## src/rtl/uart_rx_pkg.sv

```systemverilog
// Shared types for the UART receiver: bit alias and receive FSM state encoding.
package uart_rx_pkg;

   typedef logic bit_t;

   typedef enum logic [2:0] {
      RX_IDLE,
      RX_START,
      RX_DATA,
      RX_PARITY,
      RX_STOP
   } rx_state_t;

endpackage

```

## src/rtl/uart_rx_bit_timer.sv

```systemverilog
// Bit-period counter for the UART receiver: flags the mid-bit (half) and end-of-bit (full) counts.
module uart_rx_bit_timer
   import uart_rx_pkg::*;
#(
   parameter int CLKS_PER_BIT = 434
) (
   input  logic clk,
   input  logic reset,
   input  bit_t restart,
   input  bit_t enable,
   output bit_t half_tick,
   output bit_t full_tick
);

   localparam int CW = $clog2(CLKS_PER_BIT);
   localparam logic [CW-1:0] HALF_CNT = CW'(CLKS_PER_BIT / 2 - 1);
   localparam logic [CW-1:0] FULL_CNT = CW'(CLKS_PER_BIT - 1);

   logic [CW-1:0] cnt_q, cnt_d;

   always_comb begin
      cnt_d = cnt_q;
      if (restart) begin
         cnt_d = '0;
      end else if (enable) begin
         cnt_d = (cnt_q == FULL_CNT) ? '0 : cnt_q + CW'(1);
      end
   end

   always_ff @(posedge clk) begin
      if (reset) begin
         cnt_q <= '0;
      end else begin
         cnt_q <= cnt_d;
      end
   end

   assign half_tick = enable & (cnt_q == HALF_CNT);
   assign full_tick = enable & (cnt_q == FULL_CNT);

endmodule

```

## src/rtl/uart_rx.sv

```systemverilog
// UART receiver: synchronises rx, validates the start bit at mid-bit, samples data/parity/stop
// and reports a good byte with a valid strobe, or a frame/parity error pulse.
module uart_rx
   import uart_rx_pkg::*;
#(
   parameter int CLKS_PER_BIT = 434,
   parameter int DATA_WIDTH   = 8,
   parameter int PARITY_EN    = 0,
   parameter int PARITY_ODD   = 0
) (
   input  logic                  clk,
   input  logic                  reset,
   input  logic                  rx,
   input  logic                  clear_flag,
   output logic [DATA_WIDTH-1:0] rx_data,
   output logic                  rx_valid,
   output logic                  rx_flag,
   output logic                  parity_error,
   output logic                  frame_error,
   output logic                  busy
);

   localparam int BW = $clog2(DATA_WIDTH + 1);
   localparam bit_t ODD = bit_t'(PARITY_ODD != 0);

   bit_t                  rx_meta_q, rx_s_q, rx_d_q;
   rx_state_t             state_q, state_d;
   logic [DATA_WIDTH-1:0] shift_q, rx_data_q;
   logic [BW-1:0]         bitcnt_q;
   bit_t                  perr_q;
   bit_t                  rx_valid_q, rx_flag_q, parity_error_q, frame_error_q, busy_q;

   bit_t start_edge, restart, timer_en, half_tick, full_tick;
   bit_t shift_en, par_tick, stop_tick;

   uart_rx_bit_timer #(
      .CLKS_PER_BIT(CLKS_PER_BIT)
   ) u_timer (
      .clk      (clk),
      .reset    (reset),
      .restart  (restart),
      .enable   (timer_en),
      .half_tick(half_tick),
      .full_tick(full_tick)
   );

   assign start_edge = rx_d_q & ~rx_s_q;

   always_comb begin
      state_d = state_q;
      case (state_q)
         RX_IDLE:   if (start_edge) state_d = RX_START;
         RX_START:  if (half_tick) state_d = rx_s_q ? RX_IDLE : RX_DATA;
         RX_DATA:   if (full_tick && bitcnt_q == BW'(DATA_WIDTH - 1))
                       state_d = (PARITY_EN != 0) ? RX_PARITY : RX_STOP;
         RX_PARITY: if (full_tick) state_d = RX_STOP;
         RX_STOP:   if (full_tick) state_d = RX_IDLE;
         default:   state_d = RX_IDLE;
      endcase
   end

   // Timer is held at zero while idle and restarted on every state change so each state times from entry.
   assign timer_en  = (state_q != RX_IDLE);
   assign restart   = (state_d != state_q) || (state_q == RX_IDLE);
   assign shift_en  = (state_q == RX_DATA)   & full_tick;
   assign par_tick  = (state_q == RX_PARITY) & full_tick;
   assign stop_tick = (state_q == RX_STOP)   & full_tick;

   always_ff @(posedge clk) begin
      if (reset) begin
         rx_meta_q      <= 1'b1;
         rx_s_q         <= 1'b1;
         rx_d_q         <= 1'b1;
         state_q        <= RX_IDLE;
         shift_q        <= '0;
         bitcnt_q       <= '0;
         perr_q         <= 1'b0;
         rx_data_q      <= '0;
         rx_valid_q     <= 1'b0;
         rx_flag_q      <= 1'b0;
         parity_error_q <= 1'b0;
         frame_error_q  <= 1'b0;
         busy_q         <= 1'b0;
      end else begin
         rx_meta_q      <= rx;
         rx_s_q         <= rx_meta_q;
         rx_d_q         <= rx_s_q;
         state_q        <= state_d;
         busy_q         <= (state_d != RX_IDLE);
         rx_valid_q     <= 1'b0;
         parity_error_q <= 1'b0;
         frame_error_q  <= 1'b0;
         // A set from the valid strobe takes priority over a simultaneous clear.
         rx_flag_q      <= rx_valid_q | (rx_flag_q & ~clear_flag);
         if (state_q == RX_IDLE) begin
            bitcnt_q <= '0;
            perr_q   <= 1'b0;
         end
         if (shift_en) begin
            shift_q  <= {rx_s_q, shift_q[DATA_WIDTH-1:1]};
            bitcnt_q <= bitcnt_q + BW'(1);
         end
         if (par_tick) begin
            perr_q <= (^shift_q) ^ rx_s_q ^ ODD;
         end
         if (stop_tick) begin
            if (!rx_s_q) begin
               frame_error_q <= 1'b1;
            end else if (perr_q) begin
               parity_error_q <= 1'b1;
            end else begin
               rx_data_q  <= shift_q;
               rx_valid_q <= 1'b1;
            end
         end
      end
   end

   assign rx_data      = rx_data_q;
   assign rx_valid     = rx_valid_q;
   assign rx_flag      = rx_flag_q;
   assign parity_error = parity_error_q;
   assign frame_error  = frame_error_q;
   assign busy         = busy_q;

endmodule
```

## config.mk

```make
export PLATFORM = sky130hd
export DESIGN_NAME = uart_rx
export DESIGN_NICKNAME = d
export VERILOG_FILES = /design/src/rtl/uart_rx_pkg.sv /design/src/rtl/uart_rx_bit_timer.sv /design/src/rtl/uart_rx.sv
export SDC_FILE = /design/constraint.sdc
export NUM_CORES = 1
export LEC_CHECK = 0
export BUFFER_PORTS_ARGS = -buffer_cell sky130_fd_sc_hd__buf_2
export CAP_MARGIN = 20
export CORE_AREA = 2 2 66 68
export DETAILED_ROUTE_END_ITERATION = 16
export DIE_AREA = 0 0 68 70
export PLACE_DENSITY_LB_ADDON = 0.12
export SLEW_MARGIN = 25
export SYNTH_ARGS = -nofsm -noshare
export SYNTH_HDL_FRONTEND = slang
export SYNTH_SLANG_ARGS = --single-unit
```

## constraint.sdc

```tcl
create_clock -name clk -period 5.8 [get_ports clk]
set_input_delay 1.16 -clock clk [delete_from_list [all_inputs] [get_ports clk]]
set_output_delay 1.16 -clock clk [all_outputs]
set_load 0.01 [all_outputs]
```

Word-level counts from Yosys, hierarchy flattened. Cells that the tools add are included.

Reduce and logical (&&, ||, !) cells: 12. Add/sub/neg operators: 2. Bitwise gates (word level): 13. Eq/ne operators: 8. Multiplexer cells: 15.

Operator list (count): two-way mux 3 bit (5); case mux 3 bit (5 select lines) (1); adder 9 x 1 -> 9 bit, second input constant (1); == test 9 x 8 -> 1 bit, second input constant (1); == test 9 bit, second input constant (1); two-way mux 9 bit (1); two-way mux 4 bit (2); XOR reduction 8 bit (1); bitwise AND 1 bit (7); == test 3 x 2 -> 1 bit, second input constant (2); nonzero test 3 bit (2); two-way mux 1 bit (5); adder 4 x 1 -> 4 bit, second input constant (1); == test 4 x 3 -> 1 bit, second input constant (1); NOT 1 bit (4); nonzero test 2 bit (2); OR reduction 2 bit (2); == test 3 x 1 -> 1 bit, second input constant (1); == test 3 bit, second input constant (1); logical NOT 3 bit (1); inequality test 3 bit (1); AND reduction 3 bit (1); OR reduction 3 bit (1); two-way mux 2 bit (1); 4 further kinds (4).

Output and inout port bits: 13. Bits in registers: 41. Word-level logic and storage cells: 64.

Depth between registers and ports, before layout.
Word-level depth: 8. Mapped depth: 8.

Modules after synthesis. Synthesis repeated with hierarchy kept, for this count alone.

Cells, all modules: 200. Area total of the unflattened synthesis: 1804.2 sq um.

By module, submodules not included: uart_rx (cells each 143, area each 1322.5 sq um, times used 1); uart_rx_bit_timer (cells each 57, area each 481.7 sq um, times used 1).

Least setup slack after synthesis. Ideal clock, no wire load.

Path type: input to register. Start point: in reset. End point: reg bitcnt_q[0]. Stages: 3. Path buffers: 2. Required time: 5.672 ns. Setup slack: 3.919 ns. Library setup time: 0.128 ns. Data arrival time: 1.753 ns. Path through: clkbuf_1 clkbuf_1 nor2_1.

RTL lines: start: declaration (line uart_rx.sv:12) `input logic reset,`; end signal: assignment (line uart_rx.sv:101) `bitcnt_q <= bitcnt_q + BW'(1);`; end: declaration (line uart_rx.sv:29) `logic [BW-1:0] bitcnt_q;`.

No word-level cell between the ends.

Final worst setup path.
Start point: reg u_timer.cnt_q[0]. End point: reg rx_data_q[0] (netlist: rx_data[0]).

Word-level cells in the longest chain between the ends: 4.

RTL lines: start: declaration (line uart_rx_bit_timer.sv:19) `logic [CW-1:0] cnt_q, cnt_d;`; start signal: assignment (line uart_rx_bit_timer.sv:34) `cnt_q <= cnt_d;`; == test 9 bit (line uart_rx_bit_timer.sv:39) `assign full_tick = enable & (cnt_q == FULL_CNT);`; bitwise AND 1 bit (line uart_rx_bit_timer.sv:39); bitwise AND 1 bit (line uart_rx.sv:67) `assign stop_tick = (state_q == RX_STOP) & full_tick;`; AND reduction 3 bit (no line); end signal: assignment (line uart_rx.sv:112) `rx_data_q <= shift_q;`; end: declaration (line uart_rx.sv:28) `logic [DATA_WIDTH-1:0] shift_q, rx_data_q;`.

Every way passes these cells. A chain may end at the register's enable or synchronous reset.

==> impl_metrics.ini <==
[route]
drc = 0
vias = 1415
ant_nets = 0
drt-initial-drc-count = 116
routed_via_density = 5.26
drtPass1Iterations = 4
drt_wl_total_um = 3320
routedWlPerCell_um = 12.4

[die]
rows = 24
dieWidth_um = 68
io_pins = 17
core-area_mm2 = 0.00414
initial_utilization = 0.431
fp.dieH_um = 70
dieArea_mm2 = 0.00476

[worst_setup_path]
crit_chain = ha_1 > and4bb_2 > nand2_2 > or4b_1 > mux2i_1 > nor2_1
startpoint_type = flip-flop
cp.arrival_ns = 2.31
path_class = reg -> reg
r2r_end = rx_data[0]
crit_buf_inv = 0
reg2reg_slack_ns = 3.66
required_ns = 5.97
slowest_stage = or4b_1
path_max_fanout = 9
cp-end-kind = flip-flop
r2r_cells = 6
reg2reg_from = u_timer.cnt_q[0]
cp_num_cells = 6
cp_top_family = simple AND/OR/NAND/NOR gates
max_stage_delay_ns = 0.77

[final_layout]
area_growth_pct = 10.5
fin_nets = 225
final_cell_mix = 41 x dfxtp_1, 27 x nand2_1, 22 x nor2_1, 19 x a21oi_1, 16 x buf_2
n_antenna_cell = 0
final_common_cell = dfxtp_1
drive_above_1_share = 0.134

[sta]
fmax_mhz = 466
finalHoldViolCount = 0
slew_headroom = 0.649
rsz0062_at_grt = false
setup_slack_ns = 3.66
hold-worst-slack_ns = 0.413
worstMarginPinSlew_ns = 0.526
finalSetupTns_ns = 0
fin_crit_sh = 0.370
finalMaxSlewViolations = 0
setup_viol = 0
fin_crit_ns = 2.14
fin_worst_skew_ns = 0.00609

[clocking]
cts_resized = 0
clockBufferDepth = 2
postCtsSetupRepairBufs = 0
ctsRootBufferMaster = clkbuf_8
cts.htree.levels = 2
worstSkewPairLatency_ns = 0.29
path_clk_slew_ns = 0.07
postCtsHoldBufs = 0
numCtsBuffers = 5
cts_tree = yes
cts_sinks = 41

[logic_synthesis]
syn_inst = 204
synth_nets = 212
synth_warnings = 0
syn_avg_cell_area_um2 = 8.75
synthesis.area_mm2 = 0.00179
ys_seq_area_frac = 0.460
yosys_register_bits = 41
synth.distinct_cells = 37

[flow_run]
drv_cap = 0

[placement]
post-dp-hpwl_um = 2300
gp_congestion = 0.807
port_buffers = 16
pre_cts_slack_ns = 3.54

[global_route]
grt_pass1_wl_um = 5710
grt_antenna_before_repair = 0
grt_overflow_total = 0
grt_max_degree = 32
grt_usage = 0.158
grt_pass1_vias = 1223

[power_and_ir_drop]
total_power_mw = 0.484
peakVddDrop_uv = 122
p_per_area_mw_per_mm2 = 245
p_leak_nw = 0.802

[hold_path]
worst_hold_path_type = reg -> reg
hp-start = rx_meta_q
holdPathEnd = rx_s_q
hold_depth = 1

[outcome]
status = completed
-- layout make-up --
class	count	area (um2)
clock inverter	1	7.51
fill	416	2170
timing repair buffer	16	80.1
multi-input combinational	148	898
clock buffer	6	82.6
tap	52	65.1
sequential	41	821
inverter	5	18.8
-- power by group --
group          internal, mW  switching, mW  total [mW]
Combinational       0.00455        0.00788      0.0124
Clock                0.0939         0.0925       0.186
Sequential            0.283        0.00209       0.285
Total                 0.382          0.102       0.484
-- worst max-delay path by stage --
stage                       end  slack [ns]             start
5_1_grt              rx_data[1]        3.47  u_timer.cnt_q[0]
2_1_floorplan       bitcnt_q[0]        3.92             reset
3_5_place_dp   u_timer.cnt_q[8]        3.54             reset
6_report             rx_data[0]        3.66  u_timer.cnt_q[0]
3_3_place_gp   u_timer.cnt_q[8]        3.64             reset
4_1_cts              rx_data[1]        3.64  u_timer.cnt_q[0]
-- logic make-up after synthesis --
logic type	Yosys count	share of synthesized area
flops	41	0.460
buf+inv	15	0.0371
compound gates	31	0.102
simple gates	90	0.255
fa+ha+maj	4	0.0280
mux	8	0.0449
xor+xnor	15	0.0736
-- metrics by stage --
| step | util | cell area, um2 | std cells |
|---|---|---|---|
| floorplan | - | 1790 | 204 |
| global placement | 0.454 | 1880 | 262 |
| detailed placement | 0.454 | 1880 | 262 |
| CTS | 0.476 | 1970 | 269 |
| global route | 0.476 | 1970 | 269 |
| finish | 0.476 | 1970 | 269 |
-- metal layers --
metal  vias up  part of all wire  GRT usage
li1        728                 -          -
met1       650              0.49      0.222
met2        32              0.44      0.219
met3         5             0.056     0.0628
met4         0             0.014     0.0533
met5         -                 0          0
-- worst reg2reg max path: stages (launching register included) --
cell,delay [ns]
dfxtp_1,0.40
ha_1,0.16
and4bb_2,0.27
nand2_2,0.12
or4b_1,0.77
mux2i_1,0.24
nor2_1,0.05
-- Yosys cell counts --
library cell | n | share of area
and2_1 | 3 | 0.011
nor3b_1 | 1 | 0.0042
a22o_1 | 1 | 0.0049
nor2b_1 | 2 | 0.0070
nand2_1 | 27 | 0.057
o41ai_1 | 1 | 0.0049
ha_1 | 4 | 0.028
a311oi_1 | 1 | 0.0049
buf_6 | 1 | 0.0063
and4bb_2 | 1 | 0.0070
nand2_2 | 1 | 0.0035
xor2_1 | 6 | 0.029
or4b_1 | 2 | 0.011
a21oi_1 | 19 | 0.053
buf_1 | 1 | 0.0021
o211ai_2 | 1 | 0.0070
nand4bb_1 | 1 | 0.0063
nand2b_1 | 1 | 0.0035
and4b_1 | 1 | 0.0056
or2_2 | 3 | 0.011
dfxtp_1 | 41 | 0.46
buf_2 | 2 | 0.0056
xnor2_1 | 9 | 0.044
nor3_1 | 5 | 0.014
nor2_1 | 22 | 0.046
a31oi_1 | 2 | 0.0070
nand3b_1 | 3 | 0.013
or3_1 | 1 | 0.0035
o21ai_0 | 4 | 0.011
and3_1 | 3 | 0.011
mux2i_1 | 8 | 0.045
nor4_1 | 6 | 0.021
inv_1 | 5 | 0.011
nand3_1 | 5 | 0.014
clkbuf_1 | 6 | 0.013
nand4_1 | 2 | 0.0070
o21a_1 | 2 | 0.0084
-- sequential cells by signal, indices dropped and copies added, names as in the netlist --
signal	cells
u_timer.cnt_q	9
rx_data	8
shift_q	8
bitcnt_q	4
state_q	3
busy	1
frame_error	1
parity_error	1
perr_q	1
rx_d_q	1
rx_flag	1
rx_meta_q	1
rx_s_q	1
rx_valid	1
Power figures use the tool's default switching activity.
